===== config.mk =====
export PLATFORM = sky130hd
export DESIGN_NAME = multicycle_ctrl_fsm_flat
export DESIGN_NICKNAME = d
export VERILOG_FILES = /design/src/rtl/multicycle_ctrl_fsm_if.sv /design/src/rtl/multicycle_ctrl_fsm.sv /design/src/flat_wrapper.sv
export SDC_FILE = /design/constraint.sdc
export NUM_CORES = 1
export LEC_CHECK = 0
export BUFFER_PORTS_ARGS = -buffer_cell sky130_fd_sc_hd__buf_4
export CAP_MARGIN = 30
export CELL_PAD_IN_SITES_DETAIL_PLACEMENT = 0
export CELL_PAD_IN_SITES_GLOBAL_PLACEMENT = 1
export CORE_ASPECT_RATIO = 1.2
export CORE_MARGIN = 5
export CORE_UTILIZATION = 31
export CTS_CLUSTER_SIZE = 8
export DETAILED_ROUTE_END_ITERATION = 6
export PLACE_DENSITY_LB_ADDON = 0.25
export SLEW_MARGIN = 20
export SYNTH_ARGS = -nofsm -noshare
export SYNTH_HDL_FRONTEND = slang
export SYNTH_SLANG_ARGS = --single-unit

===== constraint.sdc =====
create_clock -name clk -period 2.2 [get_ports clk]
set_clock_uncertainty 0.1 [all_clocks]
set_input_delay 0 -clock clk [delete_from_list [all_inputs] [get_ports clk]]
set_output_delay 0 -clock clk [all_outputs]
set_load 0.1 [all_outputs]

===== src/rtl/multicycle_ctrl_fsm_if.sv =====
`default_nettype none
// ============================================================================
// Module   : multicycle_ctrl_fsm_if
// Purpose  : Fetch/memory handshake and control-strobe bundle for the
//            multi-cycle RV32I control FSM.
// Revision : 1.0 - initial release
// ============================================================================
interface multicycle_ctrl_fsm_if #(
    parameter int RET_W = 32
);
    logic             instr_valid;
    logic [31:0]      instr;
    logic             instr_ready;
    logic             mem_ready;
    logic             branch_taken;
    logic [31:0]      ir;
    logic             se_en;
    logic [4:0]       se_opcode;
    logic             se_type;
    logic [31:0]      imm_raw;
    logic             pc_we;
    logic [1:0]       pc_src;
    logic             rf_we;
    logic             mem_req;
    logic             mem_we;
    logic             retire;
    logic [RET_W-1:0] ret_cnt;
    logic [2:0]       state;
    logic             illegal;
    logic             mem_err;

    // master: the control FSM; slave: the surrounding datapath/memory
    modport master (
        input  instr_valid, instr, mem_ready, branch_taken,
        output instr_ready, ir, se_en, se_opcode, se_type, imm_raw,
               pc_we, pc_src, rf_we, mem_req, mem_we, retire, ret_cnt,
               state, illegal, mem_err
    );

    modport slave (
        output instr_valid, instr, mem_ready, branch_taken,
        input  instr_ready, ir, se_en, se_opcode, se_type, imm_raw,
               pc_we, pc_src, rf_we, mem_req, mem_we, retire, ret_cnt,
               state, illegal, mem_err
    );
endinterface
`default_nettype wire


===== src/rtl/multicycle_ctrl_fsm.sv =====
`default_nettype none
// ============================================================================
// Module   : multicycle_ctrl_fsm
// Purpose  : Main FETCH/DECODE/EXEC/MEM/WB sequencer of the multi-cycle RV32I
//            core; owns the IR, control strobes and sign-extender setup.
// Revision : 1.0 - initial release
// ============================================================================
module multicycle_ctrl_fsm #(
    parameter int MEM_TIMEOUT = 255,
    parameter int RET_W       = 32
) (
    input  wire logic             clk,
    input  wire logic             rst,
    multicycle_ctrl_fsm_if.master bus
);
    localparam int          c_CNT_W     = $clog2(MEM_TIMEOUT + 1);
    localparam logic [31:0] c_NOP       = 32'h0000_0013;
    localparam logic [4:0]  c_OP_LUI    = 5'b01101;
    localparam logic [4:0]  c_OP_AUIPC  = 5'b00101;
    localparam logic [4:0]  c_OP_IMM    = 5'b00100;
    localparam logic [4:0]  c_OP_LOAD   = 5'b00000;
    localparam logic [4:0]  c_OP_STORE  = 5'b01000;
    localparam logic [4:0]  c_OP_JALR   = 5'b11001;
    localparam logic [4:0]  c_OP_JAL    = 5'b11011;
    localparam logic [4:0]  c_OP_BRANCH = 5'b11000;

    typedef enum logic [2:0] {
        S_FETCH  = 3'd0,
        S_DECODE = 3'd1,
        S_EXEC   = 3'd2,
        S_MEM    = 3'd3,
        S_WB     = 3'd4,
        S_TRAP   = 3'd7
    } state_t;

    state_t             r_state;
    state_t             w_next_state;
    logic [31:0]        r_ir;
    logic [c_CNT_W-1:0] r_wait_cnt;
    logic [RET_W-1:0]   r_ret_cnt;
    logic               r_illegal;
    logic               r_mem_err;

    logic [4:0]  w_opcode;
    logic [2:0]  w_funct3;
    logic        w_legal;
    logic        w_se_type;
    logic [31:0] w_imm_raw;
    logic        w_instr_ready;
    logic        w_pc_we;
    logic [1:0]  w_pc_src;
    logic        w_rf_we;
    logic        w_mem_req;
    logic        w_mem_we;
    logic        w_retire;
    logic        w_set_illegal;
    logic        w_set_mem_err;

    assign w_opcode = r_ir[6:2];
    assign w_funct3 = r_ir[14:12];

    always_comb begin
        w_legal   = 1'b0;
        w_se_type = 1'b0;
        w_imm_raw = 32'h0;
        case (w_opcode)
            c_OP_LUI, c_OP_AUIPC: begin
                w_legal   = 1'b1;
                w_imm_raw = {r_ir[31:12], 12'b0};
            end
            c_OP_IMM: begin
                w_legal   = 1'b1;
                w_se_type = (w_funct3 == 3'b011);
                w_imm_raw = {20'b0, r_ir[31:20]};
            end
            c_OP_LOAD: begin
                w_legal   = 1'b1;
                w_se_type = (w_funct3 == 3'b100) || (w_funct3 == 3'b101);
                w_imm_raw = {20'b0, r_ir[31:20]};
            end
            c_OP_STORE: begin
                w_legal   = 1'b1;
                w_imm_raw = {{20{r_ir[31]}}, r_ir[31:25], r_ir[11:7]};
            end
            c_OP_JALR: begin
                w_legal   = 1'b1;
                w_imm_raw = {{20{r_ir[31]}}, r_ir[31:20]};
            end
            c_OP_JAL: begin
                w_legal   = 1'b1;
                w_imm_raw = {{12{r_ir[31]}}, r_ir[19:12], r_ir[20], r_ir[30:21], 1'b0};
            end
            c_OP_BRANCH: begin
                w_legal   = 1'b1;
                w_se_type = (w_funct3 == 3'b110) || (w_funct3 == 3'b111);
                w_imm_raw = {19'b0, r_ir[31], r_ir[7], r_ir[30:25], r_ir[11:8], 1'b0};
            end
            default: begin
                w_legal = 1'b0;
            end
        endcase
    end

    always_comb begin
        w_next_state  = r_state;
        w_instr_ready = 1'b0;
        w_pc_we       = 1'b0;
        w_pc_src      = 2'd0;
        w_rf_we       = 1'b0;
        w_mem_req     = 1'b0;
        w_mem_we      = 1'b0;
        w_retire      = 1'b0;
        w_set_illegal = 1'b0;
        w_set_mem_err = 1'b0;
        case (r_state)
            S_FETCH: begin
                w_instr_ready = 1'b1;
                if (bus.instr_valid) begin
                    w_next_state = S_DECODE;
                end
            end
            S_DECODE: begin
                w_next_state  = w_legal ? S_EXEC : S_TRAP;
                w_set_illegal = !w_legal;
            end
            S_EXEC: begin
                if ((w_opcode == c_OP_LOAD) || (w_opcode == c_OP_STORE)) begin
                    w_next_state = S_MEM;
                end else if (w_opcode == c_OP_BRANCH) begin
                    w_pc_we      = 1'b1;
                    w_pc_src     = bus.branch_taken ? 2'd1 : 2'd0;
                    w_retire     = 1'b1;
                    w_next_state = S_FETCH;
                end else begin
                    w_next_state = S_WB;
                end
            end
            S_MEM: begin
                w_mem_req = 1'b1;
                w_mem_we  = (w_opcode == c_OP_STORE);
                // A ready on the final allowed cycle still completes the access
                if (bus.mem_ready) begin
                    if (w_opcode == c_OP_STORE) begin
                        w_pc_we      = 1'b1;
                        w_retire     = 1'b1;
                        w_next_state = S_FETCH;
                    end else begin
                        w_next_state = S_WB;
                    end
                end else if (r_wait_cnt == c_CNT_W'(MEM_TIMEOUT - 1)) begin
                    w_set_mem_err = 1'b1;
                    w_next_state  = S_TRAP;
                end
            end
            S_WB: begin
                w_rf_we      = 1'b1;
                w_pc_we      = 1'b1;
                w_retire     = 1'b1;
                w_next_state = S_FETCH;
                if (w_opcode == c_OP_JAL) begin
                    w_pc_src = 2'd1;
                end else if (w_opcode == c_OP_JALR) begin
                    w_pc_src = 2'd2;
                end
            end
            S_TRAP: begin
                w_next_state = S_TRAP;
            end
            default: begin
                w_next_state = S_FETCH;
            end
        endcase
    end

    always_ff @(posedge clk) begin
        if (!rst) begin
            r_state    <= S_FETCH;
            r_ir       <= c_NOP;
            r_wait_cnt <= '0;
            r_ret_cnt  <= '0;
            r_illegal  <= 1'b0;
            r_mem_err  <= 1'b0;
        end else begin
            r_state <= w_next_state;
            if ((r_state == S_FETCH) && bus.instr_valid) begin
                r_ir <= bus.instr;
            end
            if ((r_state == S_MEM) && !bus.mem_ready) begin
                r_wait_cnt <= r_wait_cnt + c_CNT_W'(1);
            end else begin
                r_wait_cnt <= '0;
            end
            if (w_retire) begin
                r_ret_cnt <= r_ret_cnt + RET_W'(1);
            end
            if (w_set_illegal) begin
                r_illegal <= 1'b1;
            end
            if (w_set_mem_err) begin
                r_mem_err <= 1'b1;
            end
        end
    end

    assign bus.instr_ready = w_instr_ready;
    assign bus.ir          = r_ir;
    assign bus.se_en       = w_legal && (r_state != S_FETCH) && (r_state != S_TRAP);
    assign bus.se_opcode   = w_opcode;
    assign bus.se_type     = w_se_type;
    assign bus.imm_raw     = w_imm_raw;
    assign bus.pc_we       = w_pc_we;
    assign bus.pc_src      = w_pc_src;
    assign bus.rf_we       = w_rf_we;
    assign bus.mem_req     = w_mem_req;
    assign bus.mem_we      = w_mem_we;
    assign bus.retire      = w_retire;
    assign bus.ret_cnt     = r_ret_cnt;
    assign bus.state       = r_state;
    assign bus.illegal     = r_illegal;
    assign bus.mem_err     = r_mem_err;
endmodule
`default_nettype wire


===== src/flat_wrapper.sv =====
// flat-port wrapper written by rule: the top's interface ports become plain ports
module multicycle_ctrl_fsm_flat 
#(
    parameter int MEM_TIMEOUT = 255,
    parameter int RET_W       = 32
)
  (clk, rst, bus_instr_valid, bus_instr, bus_mem_ready, bus_branch_taken, bus_instr_ready, bus_ir, bus_se_en, bus_se_opcode, bus_se_type, bus_imm_raw, bus_pc_we, bus_pc_src, bus_rf_we, bus_mem_req, bus_mem_we, bus_retire, bus_ret_cnt, bus_state, bus_illegal, bus_mem_err);
  multicycle_ctrl_fsm_if #(.RET_W(RET_W)) bus_i ();
  input  wire logic clk;
  input  wire logic rst;
  input wire logic [$bits(bus_i.instr_valid)-1:0] bus_instr_valid;
  input wire logic [$bits(bus_i.instr)-1:0] bus_instr;
  input wire logic [$bits(bus_i.mem_ready)-1:0] bus_mem_ready;
  input wire logic [$bits(bus_i.branch_taken)-1:0] bus_branch_taken;
  output wire logic [$bits(bus_i.instr_ready)-1:0] bus_instr_ready;
  output wire logic [$bits(bus_i.ir)-1:0] bus_ir;
  output wire logic [$bits(bus_i.se_en)-1:0] bus_se_en;
  output wire logic [$bits(bus_i.se_opcode)-1:0] bus_se_opcode;
  output wire logic [$bits(bus_i.se_type)-1:0] bus_se_type;
  output wire logic [$bits(bus_i.imm_raw)-1:0] bus_imm_raw;
  output wire logic [$bits(bus_i.pc_we)-1:0] bus_pc_we;
  output wire logic [$bits(bus_i.pc_src)-1:0] bus_pc_src;
  output wire logic [$bits(bus_i.rf_we)-1:0] bus_rf_we;
  output wire logic [$bits(bus_i.mem_req)-1:0] bus_mem_req;
  output wire logic [$bits(bus_i.mem_we)-1:0] bus_mem_we;
  output wire logic [$bits(bus_i.retire)-1:0] bus_retire;
  output wire logic [$bits(bus_i.ret_cnt)-1:0] bus_ret_cnt;
  output wire logic [$bits(bus_i.state)-1:0] bus_state;
  output wire logic [$bits(bus_i.illegal)-1:0] bus_illegal;
  output wire logic [$bits(bus_i.mem_err)-1:0] bus_mem_err;
  assign bus_i.instr_valid = bus_instr_valid;
  assign bus_i.instr = bus_instr;
  assign bus_i.mem_ready = bus_mem_ready;
  assign bus_i.branch_taken = bus_branch_taken;
  assign bus_instr_ready = bus_i.instr_ready;
  assign bus_ir = bus_i.ir;
  assign bus_se_en = bus_i.se_en;
  assign bus_se_opcode = bus_i.se_opcode;
  assign bus_se_type = bus_i.se_type;
  assign bus_imm_raw = bus_i.imm_raw;
  assign bus_pc_we = bus_i.pc_we;
  assign bus_pc_src = bus_i.pc_src;
  assign bus_rf_we = bus_i.rf_we;
  assign bus_mem_req = bus_i.mem_req;
  assign bus_mem_we = bus_i.mem_we;
  assign bus_retire = bus_i.retire;
  assign bus_ret_cnt = bus_i.ret_cnt;
  assign bus_state = bus_i.state;
  assign bus_illegal = bus_i.illegal;
  assign bus_mem_err = bus_i.mem_err;
  multicycle_ctrl_fsm #(.MEM_TIMEOUT(MEM_TIMEOUT), .RET_W(RET_W)) u_core (.clk(clk), .rst(rst), .bus(bus_i));
endmodule

# == Word-level counts from Yosys, hierarchy flattened ==
# Index checks and enable logic that the tools add are counted.
# totals
regBits,77
input_bits,37
out_inout_bits,116
# classes
n_addsub,2
eq_ne,21
n_mux,30
reduce_logical,17
# op_table
op,n
32-bit one-hot mux with 6 select lines,1
32-bit by 1-bit adder with 32-bit output (second input constant),1
3-bit two-way mux,7
3-bit == test (second input constant),6
5-bit == test (second input constant),3
3-bit one-hot mux with 5 select lines,1
1-bit two-way mux,14
5-bit by 3-bit == test with 1-bit output (second input constant),2
5-bit by 4-bit == test with 1-bit output (second input constant),2
3-bit by 2-bit == test with 1-bit output (second input constant),3
8-bit by 1-bit adder with 8-bit output (second input constant),1
8-bit == test (second input constant),1
2-bit two-way mux,4
8-bit OR reduction,1
1-bit one-hot mux with 3 select lines,2
5-bit zero test,1
1-bit logical AND,4
2-bit one-hot mux with 2 select lines,1
2-bit AND reduction,2
2-bit OR reduction,2
3-bit by 1-bit == test with 1-bit output (second input constant),1
3-bit zero test,1
1-bit logical OR,3
3-bit by 2-bit != test with 1-bit output (second input constant),1
4 further kinds,5

# == Longest topological paths before layout ==
# depth
ltp_word,5
mapped_depth,8

# == Worst setup path after synthesis ==
# Ideal clock, no wire load.
# synth_path
path_type,register -> output
start,"register u_core.r_state[2], in the netlist u_core.bus.state[2]"
end,output bus_pc_src[1]
t_arrival_ns,5.703
required_time_ns,2.100
setup_slack_ns,-3.603
stages_incl_launch_ff,3
cell_sequence,dfxtp_1 nor3b_1 nor3b_1
# synth_via
elab_chain_len,2
# synth_lines
item,line_no,text
from (decl),multicycle_ctrl_fsm.sv:36,state_t r_state;
from (signal assigned),multicycle_ctrl_fsm.sv:184,r_state <= w_next_state;
3-bit == test / 3-bit by 2-bit == test with 1-bit output (equally long branches),multicycle_ctrl_fsm.sv:115,case (r_state)
2-bit one-hot mux with 2 select lines (*),multicycle_ctrl_fsm.sv:115,
to (decl),flat_wrapper.sv:22,output wire logic [$bits(bus_i.pc_src)-1:0] bus_pc_src;
# Mark *: on every way between the ends. The rest lies on a longest branch, timed or not.

# == Final worst setup path ==
# layout_path
start,"register u_core.r_ir[2], in the netlist u_core.bus.ir[2]"
end,"register u_core.r_ret_cnt[20], in the netlist u_core.bus.ret_cnt[20]"
# layout_via
elab_chain_len,4
# layout_lines
item,line_no,text
from (decl),multicycle_ctrl_fsm.sv:38,logic [31:0] r_ir;
from (signal assigned),multicycle_ctrl_fsm.sv:178,r_ir <= c_NOP;
from (signal assigned),multicycle_ctrl_fsm.sv:186,r_ir <= bus.instr;
"5-bit by 4-bit == test with 1-bit output, or another cell as far along","multicycle_ctrl_fsm.sv:127, multicycle_ctrl_fsm.sv:143",
"1-bit two-way mux, or another cell as far along",multicycle_ctrl_fsm.sv:143,if (w_opcode == c_OP_STORE) begin
"1-bit two-way mux, on equally long branches","multicycle_ctrl_fsm.sv:142, multicycle_ctrl_fsm.sv:127",
1-bit one-hot mux with 3 select lines (*),multicycle_ctrl_fsm.sv:115,
to (signal assigned),multicycle_ctrl_fsm.sv:194,r_ret_cnt <= r_ret_cnt + RET_W'(1);
to (decl),multicycle_ctrl_fsm.sv:40,logic [RET_W-1:0] r_ret_cnt;
# Marked as above.
# A chain may end at the register's enable or synchronous reset.

==> out/summary.txt <==
Status - finished, violations left
Failing checks - negative setup slack
First-pass iteration count of the detailed router - 5
Post-Route WL - 13.9 mm
Synth Register Bits - 77
RR Startpoint - u_core.bus.ir[2]$_SDFFE_PN0P_
DR WL/cell - 16.1 um
Worst skew pair latency - 330 ps
Number of I/O pins - 153
Starting Density - 31.9%
Fraction of registers with async set/reset - 0%
Routed Antenna Nets - 0
Most common cell after layout, fill and taps aside - buf_4
Cells on worst reg2reg path - 6
Synthesized area per cell - 7.83 sq um
Core Box Area - 12200 sq um
Worst Hold Depth - 4
Worst Path Max Fanout - 8
CTS tree - done
YS warnings - 0
Pins Over Slew Limit - 0
Non-Filler Instances - 863
Buffer depth of the longest clock path - 2
CP required - 2370 ps
EDFF count, synth - 0
# DRC - 0
Sum of negative setup slack - -1900 ps
Distinct cell type count after synthesis - 44
Vias in the first global route - 4265
Worst slack, placed - -207 ps
Vias after detailed routing - 4297
Hold EP - u_core.bus.state[2]$_SDFFE_PN0P_
Pwr dens - 1030 nW/um^2
Port Buffer Count - 152
Pwr Total - 6.92 mW
Total CTS buffers - 9
Worst-margin pin slew - 906 ps
Die Ht - 133 um
Worst Path Arrival - 2510 ps
Antenna violations before repair - 0
Slack of the worst reg-to-reg path - -140 ps
GRT overflow - 0
Clk root buf - clkbuf_16
Final GP Congestion - 0.825
Post-route minimum period - 2340 ps
Leakage power - 2.71 nW
Ant. Diodes - 0
RSZ-0062 raised after global routing - yes
First-pass GRT wire length - 21.5 mm
Placed Instances - 805
CP startpoint kind - flip-flop
Share of layout cells above drive strength 1 - 43.7%
Period utilisation layout - 107%
Commonest non-fill, non-tap cells in the layout - buf_4, nand2_1, dfxtp_1
Die width - 112 um
Maximum number of pins on one net before global-route repair - 34
Reg2reg end - u_core.bus.ret_cnt[20]$_SDFFE_PN0P_
CTS HTree Levels - 3
Crit Path Class - flip-flop to flip-flop
Hold Vio Cnt, Final - 0
Max_cap viols - 0
Multi-input gate area - 2590 sq um
DIE AREA - 14900 sq um
Avg Vias per Cell - 4.98
Post-layout net count - 737
Final HPWL DP - 9.57 mm
Register area - 1570 sq um
Hold Path Origin - bus_mem_ready
FP Rows - 44
Critical path endpoint category - flip-flop
Hold Path Class - primary input to flip-flop
# fillers - 1119
Syn nets - 536
Ys flop type - dfxtp_1
Overall global routing resource usage - 17.5%
Cells after Synth - 496
Area Overhead vs Synth - 72.4%
Starting DRC count in detailed routing - 194
Min Hold Slack - 25.0 ps
Slew HR - 39.4%
Final worst slack - -145 ps
Register area share after synthesis - 39.7%
CTS clock-pin slew for the worst setup and hold paths - 60 ps
Fmax - 426 MHz
IR drop worst, VDD - 0.719 mV
Final-report setup violation count - 23
Mapped Area - 3880 sq um
Clock net sink count - 77
## synthesized netlist by cell type (all sizes together), types with 3 or more instances
cell type / number / area, sq um
nor2: 46 / 173
a2111oi: 12 / 143
and4: 8 / 70.1
nor3b: 4 / 30.0
nor3: 3 / 15.0
ha: 3 / 37.5
o21ai: 14 / 70.1
nand2: 93 / 349
and2: 7 / 43.8
a21oi: 50 / 250
a21o: 19 / 143
inv: 8 / 30.0
xnor2: 29 / 254
dfxtp: 77 / 1540
buf: 13 / 81.3
nor2b: 10 / 62.6
xor2: 3 / 26.3
nand3: 20 / 100
or3: 7 / 48.8
nand4: 11 / 68.8
a22o: 5 / 43.8
clkbuf: 29 / 109
a211oi: 6 / 45.0
## timing repair
item	in CTS	in global routing
hold buffers	33	0
cloned	2	1
gates resized for setup	21	59
pin swaps	16	29
setup buffers	1	5
endpoints found under the setup margin	27	53
hold endpoints to repair	35	0
## worst max-delay path by stage
stage,from,endpoint,slack [ps],depth (start not counted)
final,u_core.bus.ir[2]$_SDFFE_PN0P_,u_core.bus.ret_cnt[20]$_SDFFE_PN0P_,-140,6
after CTS,u_core.bus.ir[2]$_SDFFE_PN0P_,u_core.bus.ret_cnt[20]$_SDFFE_PN0P_,-140,6
after global routing,u_core.bus.ir[2]$_SDFFE_PN0P_,u_core.bus.ret_cnt[20]$_SDFFE_PN0P_,-200,6
after detailed placement,u_core.bus.ir[2]$_SDFFE_PN0P_,u_core.bus.ret_cnt[16]$_SDFFE_PN0P_,-210,7
after floorplan,u_core.bus.ir[6]$_SDFFE_PN0P_,bus_se_en,-1620,6
after global placement,u_core.bus.ir[2]$_SDFFE_PN0P_,u_core.bus.ret_cnt[28]$_SDFFE_PN0P_,-170,6
## sequential cells by signal (all words and copies together), names as in the netlist
register,cells
u_core.bus.ir,32
u_core.bus.ret_cnt,32
u_core.r_wait_cnt,8
u_core.bus.state,3
u_core.bus.illegal,1
u_core.bus.mem_err,1
## routing by layer
layer  global-route usage (%)  share of wire, %
met1                     20.8                41
met2                     30.2                50
met3                     4.57               7.3
met4                     6.55               2.3
met5                        0                 0
## power by group
part / leakage [nW] / total, mW / internal [mW] / switching (mW)
logic: 1.92 / 3.68 / 0.877 / 2.80
clock network: 0.149 / 1.54 / 0.942 / 0.601
registers: 0.633 / 1.70 / 1.56 / 0.139
## final cells by class
class	count	area share, %
flip-flops and latches	77	23.5
clock buffers	10	3.74
well taps	161	3.01
multi-input cells	370	38.7
inverters	8	0.449
clock inverters	6	0.897
repair buffers	231	29.7
## logic make-up after synthesis
logic type	share of synthesized area [%]
AOI/OAI and AO/OA	19.7
xor gates and xnor gates	7.22
adders and majority gates	0.967
buffers and inverters	5.67
DFF	39.7
and+or+nand+nor	26.7
## stage by stage
stage	util (%)	area (sq um)
floorplan	-	4150
global placement	45.4	5520
detailed placement	45.4	5520
CTS	52.1	6340
global route	55.0	6700
finish	55.0	6700
## critical path, stage by stage (launching register included)
cell     delay [ps]
dfxtp_2         320
or3_4           380
or4_4           500
buf_8           160
a211o_4         350
or3_1           340
a21oi_2         120
(Power assumes the default switching activity.)
